`config.mk`:
```
export PLATFORM = sky130hd
export DESIGN_NAME = osf_stream_packer_flat
export DESIGN_NICKNAME = d
export VERILOG_FILES = /design/src/rtl/osf_stream_packer_pkg.sv /design/src/rtl/osf_stream_packer_if.sv /design/src/rtl/osf_stream_packer_rr_arbiter.sv /design/src/rtl/osf_stream_packer.sv /design/src/flat_wrapper.sv
export SDC_FILE = /design/constraint.sdc
export NUM_CORES = 1
export LEC_CHECK = 0
export ABC_AREA = 0
export CAP_MARGIN = 10
export CORE_AREA = 2 2 183 229
export DETAILED_ROUTE_END_ITERATION = 10
export DIE_AREA = 0 0 185 231
export GPL_TIMING_DRIVEN = 1
export PLACE_DENSITY = 0.78
export SKIP_LAST_GASP = 1
export SLEW_MARGIN = 20
export SYNTH_ARGS = -nofsm -noshare
export SYNTH_HDL_FRONTEND = slang
export SYNTH_SLANG_ARGS = --single-unit
export TNS_END_PERCENT = 1
```
`constraint.sdc`:
```
create_clock -name clk50_in -period 6.6 [get_ports clk50_in]
set_input_delay 0.66 -clock clk50_in [delete_from_list [all_inputs] [get_ports clk50_in]]
set_output_delay 0.66 -clock clk50_in [all_outputs]
set_load 0.02 [all_outputs]
```
`src/rtl/osf_stream_packer_pkg.sv`:
```
// osf_stream_pkg: FSM encoding and header field positions shared by the stream packer
package osf_stream_pkg;
    typedef enum logic [1:0] {IDLE, HDR, DAT} state_t;
    localparam int HDR_MARK     = 15;
    localparam int HDR_OVF      = 14;
    localparam int HDR_SEQ_LSB  = 4;
    localparam int HDR_CHAN_LSB = 0;
    function automatic int idx_width(input int n);
        return (n > 1) ? $clog2(n) : 1;
    endfunction
endpackage

```
`src/rtl/osf_stream_packer_if.sv`:
```
// osf_stream_packer_if: valid/ready word stream toward the pipe tx FIFO
interface osf_stream_packer_if #(parameter int W_EP = 16);
    logic [W_EP-1:0] word;
    logic            word_valid;
    logic            word_ready;
    modport master(output word, word_valid, input word_ready);
    modport slave(input word, word_valid, output word_ready);
endinterface

```
`src/rtl/osf_stream_packer_rr_arbiter.sv`:
```
// rr_arbiter: picks the first requesting channel at or after ptr, wrapping to 0
module rr_arbiter #(
    parameter int N     = 8,
    parameter int W_IDX = 3
) (
    input  logic [N-1:0]     req,
    input  logic [W_IDX-1:0] ptr,
    output logic [N-1:0]     gnt,
    output logic [W_IDX-1:0] idx
);
    always_comb begin
        gnt = '0;
        idx = '0;
        // scan from the far end so the closest request to ptr is written last
        for (int i = N - 1; i >= 0; i--) begin
            if (req[(int'(ptr) + i) % N]) begin
                gnt = N'(1) << ((int'(ptr) + i) % N);
                idx = W_IDX'((int'(ptr) + i) % N);
            end
        end
    end
endmodule

```
`src/rtl/osf_stream_packer.sv`:
```
// osf_stream_packer: captures decimated samples from masked osf channels and
// serialises each one as a tagged header/data word pair on a valid/ready stream
module osf_stream_packer
    import osf_stream_pkg::*;
#(
    parameter int N_ADC      = 8,
    parameter int W_ADC_DATA = 18,
    parameter int W_EP       = 16,
    parameter int W_DEC      = 8,
    parameter int W_SEQ      = 10
) (
    input  logic                        clk50_in,
    input  logic                        sys_reset_in,
    input  logic [N_ADC-1:0]            osf_data_valid_in,
    input  logic [N_ADC*W_ADC_DATA-1:0] osf_data_packed_in,
    input  logic [N_ADC-1:0]            cfg_chan_mask_in,
    input  logic [W_DEC-1:0]            cfg_decim_in,
    input  logic                        cfg_update_in,
    osf_stream_packer_if.master         word_if,
    output logic [15:0]                 drop_count_out,
    output logic                        busy_out
);
    localparam int W_IDX = idx_width(N_ADC);
    state_t            state;
    logic [N_ADC-1:0]  mask_q, mask_stg, pending, ovf, accept, req_gnt, grant, ovf_new;
    logic [W_DEC-1:0]  decim_q, decim_stg;
    logic              upd_pend, flush;
    logic [W_DEC-1:0]  dcnt [N_ADC];
    logic [W_EP-1:0]   hold [N_ADC];
    logic [W_SEQ-1:0]  seq [N_ADC];
    logic [W_IDX-1:0]  rr_ptr, gnt_idx;
    logic [W_EP-1:0]   dat_word;
    logic [16:0]       drop_sum;

    function automatic logic [W_EP-1:0] hdr_word(input logic o, input logic [W_SEQ-1:0] s,
                                                 input logic [W_IDX-1:0] c);
        logic [W_EP-1:0] h;
        h = '0;
        h[HDR_MARK] = 1'b1;
        h[HDR_OVF] = o;
        h[HDR_SEQ_LSB +: W_EP - 6] = s[W_EP-7:0];
        h[HDR_CHAN_LSB +: 4] = 4'(c);
        return h;
    endfunction

    rr_arbiter #(.N(N_ADC), .W_IDX(W_IDX)) u_arb (
        .req(pending), .ptr(rr_ptr), .gnt(req_gnt), .idx(gnt_idx)
    );

    // a config update only lands between word pairs, and wins over a grant that cycle
    always_comb begin
        flush = (state == IDLE) && (cfg_update_in || upd_pend);
        grant = (state == IDLE && !flush) ? req_gnt : '0;
        accept = '0;
        for (int c = 0; c < N_ADC; c++)
            accept[c] = osf_data_valid_in[c] && mask_q[c] && dcnt[c] == '0;
        ovf_new = accept & pending & ~grant;
        drop_sum = {1'b0, drop_count_out} + 17'($countones(ovf_new));
    end

    assign busy_out = |pending || state != IDLE;

    always_ff @(posedge clk50_in) begin
        if (sys_reset_in) begin
            state <= IDLE;
            mask_q <= '0;
            mask_stg <= '0;
            decim_q <= '0;
            decim_stg <= '0;
            upd_pend <= 1'b0;
            pending <= '0;
            ovf <= '0;
            rr_ptr <= '0;
            drop_count_out <= '0;
            dat_word <= '0;
            word_if.word <= '0;
            word_if.word_valid <= 1'b0;
            for (int c = 0; c < N_ADC; c++) begin
                dcnt[c] <= '0;
                hold[c] <= '0;
                seq[c] <= '0;
            end
        end else begin
            if (cfg_update_in) begin
                mask_stg <= cfg_chan_mask_in;
                decim_stg <= cfg_decim_in;
            end
            if (flush) begin
                mask_q <= cfg_update_in ? cfg_chan_mask_in : mask_stg;
                decim_q <= cfg_update_in ? cfg_decim_in : decim_stg;
                upd_pend <= 1'b0;
                pending <= '0;
                ovf <= '0;
                rr_ptr <= '0;
                for (int c = 0; c < N_ADC; c++) begin
                    dcnt[c] <= '0;
                    hold[c] <= '0;
                    seq[c] <= '0;
                end
            end else begin
                upd_pend <= upd_pend || cfg_update_in;
                pending <= (pending & ~grant) | accept;
                ovf <= (ovf & ~grant) | ovf_new;
                drop_count_out <= drop_sum[16] ? 16'hFFFF : drop_sum[15:0];
                if (|grant)
                    rr_ptr <= (int'(gnt_idx) == N_ADC - 1) ? '0 : gnt_idx + 1'b1;
                for (int c = 0; c < N_ADC; c++) begin
                    if (osf_data_valid_in[c] && mask_q[c])
                        dcnt[c] <= (dcnt[c] == decim_q) ? '0 : dcnt[c] + 1'b1;
                    if (accept[c])
                        hold[c] <= osf_data_packed_in[c*W_ADC_DATA + W_ADC_DATA - W_EP +: W_EP];
                    if (grant[c])
                        seq[c] <= seq[c] + 1'b1;
                end
            end
            case (state)
                IDLE: if (|grant) begin
                    word_if.word <= hdr_word(ovf[gnt_idx], seq[gnt_idx], gnt_idx);
                    word_if.word_valid <= 1'b1;
                    dat_word <= hold[gnt_idx];
                    state <= HDR;
                end
                HDR: if (word_if.word_ready) begin
                    word_if.word <= dat_word;
                    state <= DAT;
                end
                DAT: if (word_if.word_ready) begin
                    word_if.word_valid <= 1'b0;
                    state <= IDLE;
                end
                default: state <= IDLE;
            endcase
        end
    end
endmodule
```
`src/flat_wrapper.sv`:
```
// flat-port wrapper written by rule: the top's interface ports become plain ports
module osf_stream_packer_flat import osf_stream_pkg::*;
#(
    parameter int N_ADC      = 8,
    parameter int W_ADC_DATA = 18,
    parameter int W_EP       = 16,
    parameter int W_DEC      = 8,
    parameter int W_SEQ      = 10
)
  (clk50_in, sys_reset_in, osf_data_valid_in, osf_data_packed_in, cfg_chan_mask_in, cfg_decim_in, cfg_update_in, drop_count_out, busy_out, word_if_word, word_if_word_valid, word_if_word_ready);
  osf_stream_packer_if #(.W_EP(W_EP)) word_if_i ();
  input  logic clk50_in;
  input  logic sys_reset_in;
  input  logic [N_ADC-1:0] osf_data_valid_in;
  input  logic [N_ADC*W_ADC_DATA-1:0] osf_data_packed_in;
  input  logic [N_ADC-1:0] cfg_chan_mask_in;
  input  logic [W_DEC-1:0] cfg_decim_in;
  input  logic cfg_update_in;
  output logic [15:0] drop_count_out;
  output logic busy_out;
  output wire logic [$bits(word_if_i.word)-1:0] word_if_word;
  output wire logic [$bits(word_if_i.word_valid)-1:0] word_if_word_valid;
  input wire logic [$bits(word_if_i.word_ready)-1:0] word_if_word_ready;
  assign word_if_word = word_if_i.word;
  assign word_if_word_valid = word_if_i.word_valid;
  assign word_if_i.word_ready = word_if_word_ready;
  osf_stream_packer #(.N_ADC(N_ADC), .W_ADC_DATA(W_ADC_DATA), .W_EP(W_EP), .W_DEC(W_DEC), .W_SEQ(W_SEQ)) u_core (.clk50_in(clk50_in), .sys_reset_in(sys_reset_in), .osf_data_valid_in(osf_data_valid_in), .osf_data_packed_in(osf_data_packed_in), .cfg_chan_mask_in(cfg_chan_mask_in), .cfg_decim_in(cfg_decim_in), .cfg_update_in(cfg_update_in), .word_if(word_if_i), .drop_count_out(drop_count_out), .busy_out(busy_out));
endmodule
```
==> summary.md <==
| Metric | Value |
|---|---|
| Run status | `finished clean` |
| Post-CTS sizing | `0` |
| Most common cell after layout, fill and taps aside | `nor2_1` |
| Slew Viols, Final | `0` |
| Cell Pwr Density | `300 nW/um^2` |
| WL final | `58900 um` |
| Initial core utilization | `0.512` |
| Worst path required time | `7.01 ns` |
| Die width | `185 um` |
| Total GRT Usage | `0.274` |
| Netlist Area Pre-Place | `20800 sq um` |
| Max_cap viols | `0` |
| Final Hold Viols | `0` |
| P_leak | `9.37 nW` |
| Unrepaired setup endpoints after global routing | `false` |
| Synthesized flop and latch total | `375` |
| CTS Hold Bufs | `0` |
| Crit-path slowest cell | `mux4_2` |
| Drc violations | `0` |
| Sequential element share of the synthesized area | `0.475` |
| Simple-Gate Fraction of Synth Area | `0.222` |
| HPWL after detailed placement | `41600 um` |
| Total power draw | `0.00734 W` |
| Most used cell, CP | `fa_1` |
| Slowest cell delay on critical path | `0.70 ns` |
| Final setup vio count | `0` |
| Worst VDD drop | `0.000213 V` |
| Via density | `6.03` |
| Compound-cell area share of the yosys netlist | `0.0854` |
| Nets | `2463` |
| Max clock buf depth | `3` |
| TritonCTS clock tree | `yes` |
| Vias in the first global route | `16.8k` |
| Dominant cell type by area after synthesis | `edfxtp_1` |
| WP data arrival | `6.62 ns` |
| Clk sinks | `375` |
| Fmax | `0.161 GHz` |
| Main flop type after synthesis | `edfxtp_1` |
| Critical-path maximum fanout | `16` |
| Hold crit path type | `reg -> reg` |
| Number of synthesized flops with an enable pin | `238` |
| Worst-path cell chain | `buf_4, mux4_2, mux2_2, a21oi_1, o221ai_1, a21oi_1, nor3_1, ha_1, inv_1, fa_1, fa_1, fa_1, inv_1, fa_1, a21oi_1, nor2_1, o211ai_1, nor2_1, and2_1, nand3_1, mux2i_1, nor2_1` |
| Total core area | `40700 sq um` |
| DP Area | `23100 sq um` |
| Main combinational cell family by area after synthesis | `simple AND/OR/NAND/NOR gates` |
| Cell area after layout | `24400 sq um` |
| First drt pass iteration count | `6` |
| H-tree levels | `2` |
| Post-CTS Setup Inserts | `0` |
| Mux cell area share after synthesis | `0.0669` |
| Most frequent cells in the layout | `nor2_1 (276), edfxtp_1 (238), nand2_1 (206)` |
| Crit. End Element | `flop` |
| Ys Warns | `0` |
| Vias | `17.1k` |
| IO Pins | `206` |
| Startpoint Class | `flop` |
| Area delta synth->final | `17.2%` |
| Synth top area cells | `edfxtp_1 (34%), dfxtp_1 (13%), nor2_1 (5.0%)` |
| Cell family with most CP delay | `adder cells` |
| Fin cells | `2826` |
| Root buffer cell | `clkbuf_16` |
| Largest net degree at the start of global routing | `87` |
| Placed insts | `2754` |
| Post-Synth XOR/XNOR Area | `0.0773` |
| CTS Buf Count | `39` |
| Share of flip-flops with an asynchronous set or reset | `0` |
| Top cell type's share of synthesized area | `0.343` |
| Full die area | `42700 sq um` |
| Global-route wire length before repair | `91600 um` |
| Clk_skew | `0.0245 ns` |
| TNS Setup | `0 ns` |
| Worst skew pair latency | `0.55 ns` |
| Crit Path Class | `reg -> reg` |
| Buffer and inverter count on the worst path | `3` |
| Max-slew headroom | `0.247` |
| Antenna Cells | `0` |
| Yosys cell types | `82` |
| Layout cell share with drive strength beyond 1 | `0.0739` |
| Net count after synthesis | `2326` |
| Antenna Nets Post-Route | `0` |
| CTS clk-pin slew, worst paths | `0.06 ns` |
| Congestion Overflow GR | `0` |
| Initial antenna violation count | `0` |
| Avg Cell Area, Syn | `9.89 sq um` |
| Mapped Cells | `2106` |
| DR iter-0 viols | `1613` |
| Final period utilization | `0.942` |
| Chip height | `231 um` |
| Gp weighted congestion | `0.929` |
| Post-synthesis adder-cell area fraction | `0.0310` |
| PortBufs | `189` |
| Final hold slack | `0.454 ns` |
| Final Critical Period | `6.22 ns` |
| Num rows | `83` |
| Worst-Margin Slew | `1.13 ns` |
| WL per Instance | `20.8 um` |
[synthesized netlist by cell type (7+ instances only)]
master    count
nor2_1      278
o22ai_1      16
mux4_2       21
a21oi_1      49
edfxtp_1    238
nor4_1       11
nand4b_1     12
a211oi_1     34
xnor2_1     104
buf_6        13
nand2_1     206
nor3_1       23
clkbuf_1     74
buf_2        23
mux2i_1      83
dfxtp_1     137
ha_1         42
o21ai_1       7
o41ai_2      11
nand3_1     172
a311oi_1     13
and3_1       92
and2_1       74
nand4_1      26
inv_1        65
xor2_1       80
or3_1         7
nand2b_1     10
buf_1         7
nor2b_1      11
o21ai_0      25
or2_2         8
a31oi_1      22
[final timing paths]
kind,from,endpoint,slack (ns),depth (start not counted)
worst min register to register,u_core.ovf[6]$_SDFF_PP0_,u_core.ovf[6]$_SDFF_PP0_,0.45,2
worst min-delay path,u_core.ovf[6]$_SDFF_PP0_,u_core.ovf[6]$_SDFF_PP0_,0.45,2
worst max register to register,u_core.rr_ptr[1]$_SDFFE_PP0P_,u_core.drop_count_out[12]$_SDFFE_PP0N_,0.38,22
worst max-delay path,u_core.rr_ptr[1]$_SDFFE_PP0P_,u_core.drop_count_out[12]$_SDFFE_PP0N_,0.38,22
[state kept, by name, indices dropped and copies added (netlist names)]
name	count
u_core.dat_word	16
u_core.mask_stg	8
u_core.word_if.word	16
u_core.hold	128
u_core.pending	8
u_core.word_if.word_valid	1
u_core.decim_q	8
u_core.ovf	8
u_core.upd_pend	1
u_core.decim_stg	8
u_core.mask_q	8
u_core.seq	80
u_core.rr_ptr	3
u_core.dcnt	64
u_core.state	2
u_core.drop_count_out	16
[metal layers]
| metal | routed length, um | up-vias | GRT usage |
|---|---|---|---|
| met4 | 3370 | 0 | 0.147 |
| met3 | 4240 | 181 | 0.0328 |
| li1 | - | 7782 | - |
| met2 | 28900 | 849 | 0.466 |
| met1 | 22400 | 8241 | 0.340 |
| met5 | 0 | - | 0 |
[cells by family after synthesis]
kind of cell | count (synthesis)
mux | 110
compound gates | 239
flops | 375
buf+inv | 194
fa+ha+maj | 48
simple gates | 956
xor+xnor | 184
[power breakdown]
| part | leakage [nW] | switching [W] | internal (W) |
|---|---|---|---|
| combinational | 4.93 | 0.00106 | 0.000667 |
| sequential | 3.78 | 0.000365 | 0.00290 |
| clock | 0.661 | 0.000959 | 0.00139 |
[layout make-up]
cell class / count / area, sq um
Clock buffer: 51 / 1070
Clock inverter: 21 / 282
Fill cell: 3379 / 16300
Inverter: 69 / 262
Multi-Input combinational cell: 1537 / 10100
Sequential cell: 375 / 9890
Tap cell: 552 / 691
Timing Repair Buffer: 221 / 2130
[worst register-to-register path, cell delays in order (launching register included)]
cell	delay, ns
dfxtp_1	0.38
buf_4	0.29
mux4_2	0.70
mux2_2	0.41
a21oi_1	0.25
o221ai_1	0.26
a21oi_1	0.45
nor3_1	0.12
ha_1	0.31
inv_1	0.05
fa_1	0.52
fa_1	0.55
fa_1	0.19
inv_1	0.05
fa_1	0.40
a21oi_1	0.17
nor2_1	0.07
o211ai_1	0.23
nor2_1	0.11
and2_1	0.23
nand3_1	0.11
mux2i_1	0.20
nor2_1	0.06
[through the flow]
step / utilization / setup slack (ns)
floorplan: - / 0.491
finish: 0.600 / 0.382
global route: 0.600 / 0.0123
global placement: 0.567 / 0.368
CTS: 0.600 / 0.353
detailed placement: 0.567 / 0.341
No activity file was read; power rests on OpenSTA's default activity.
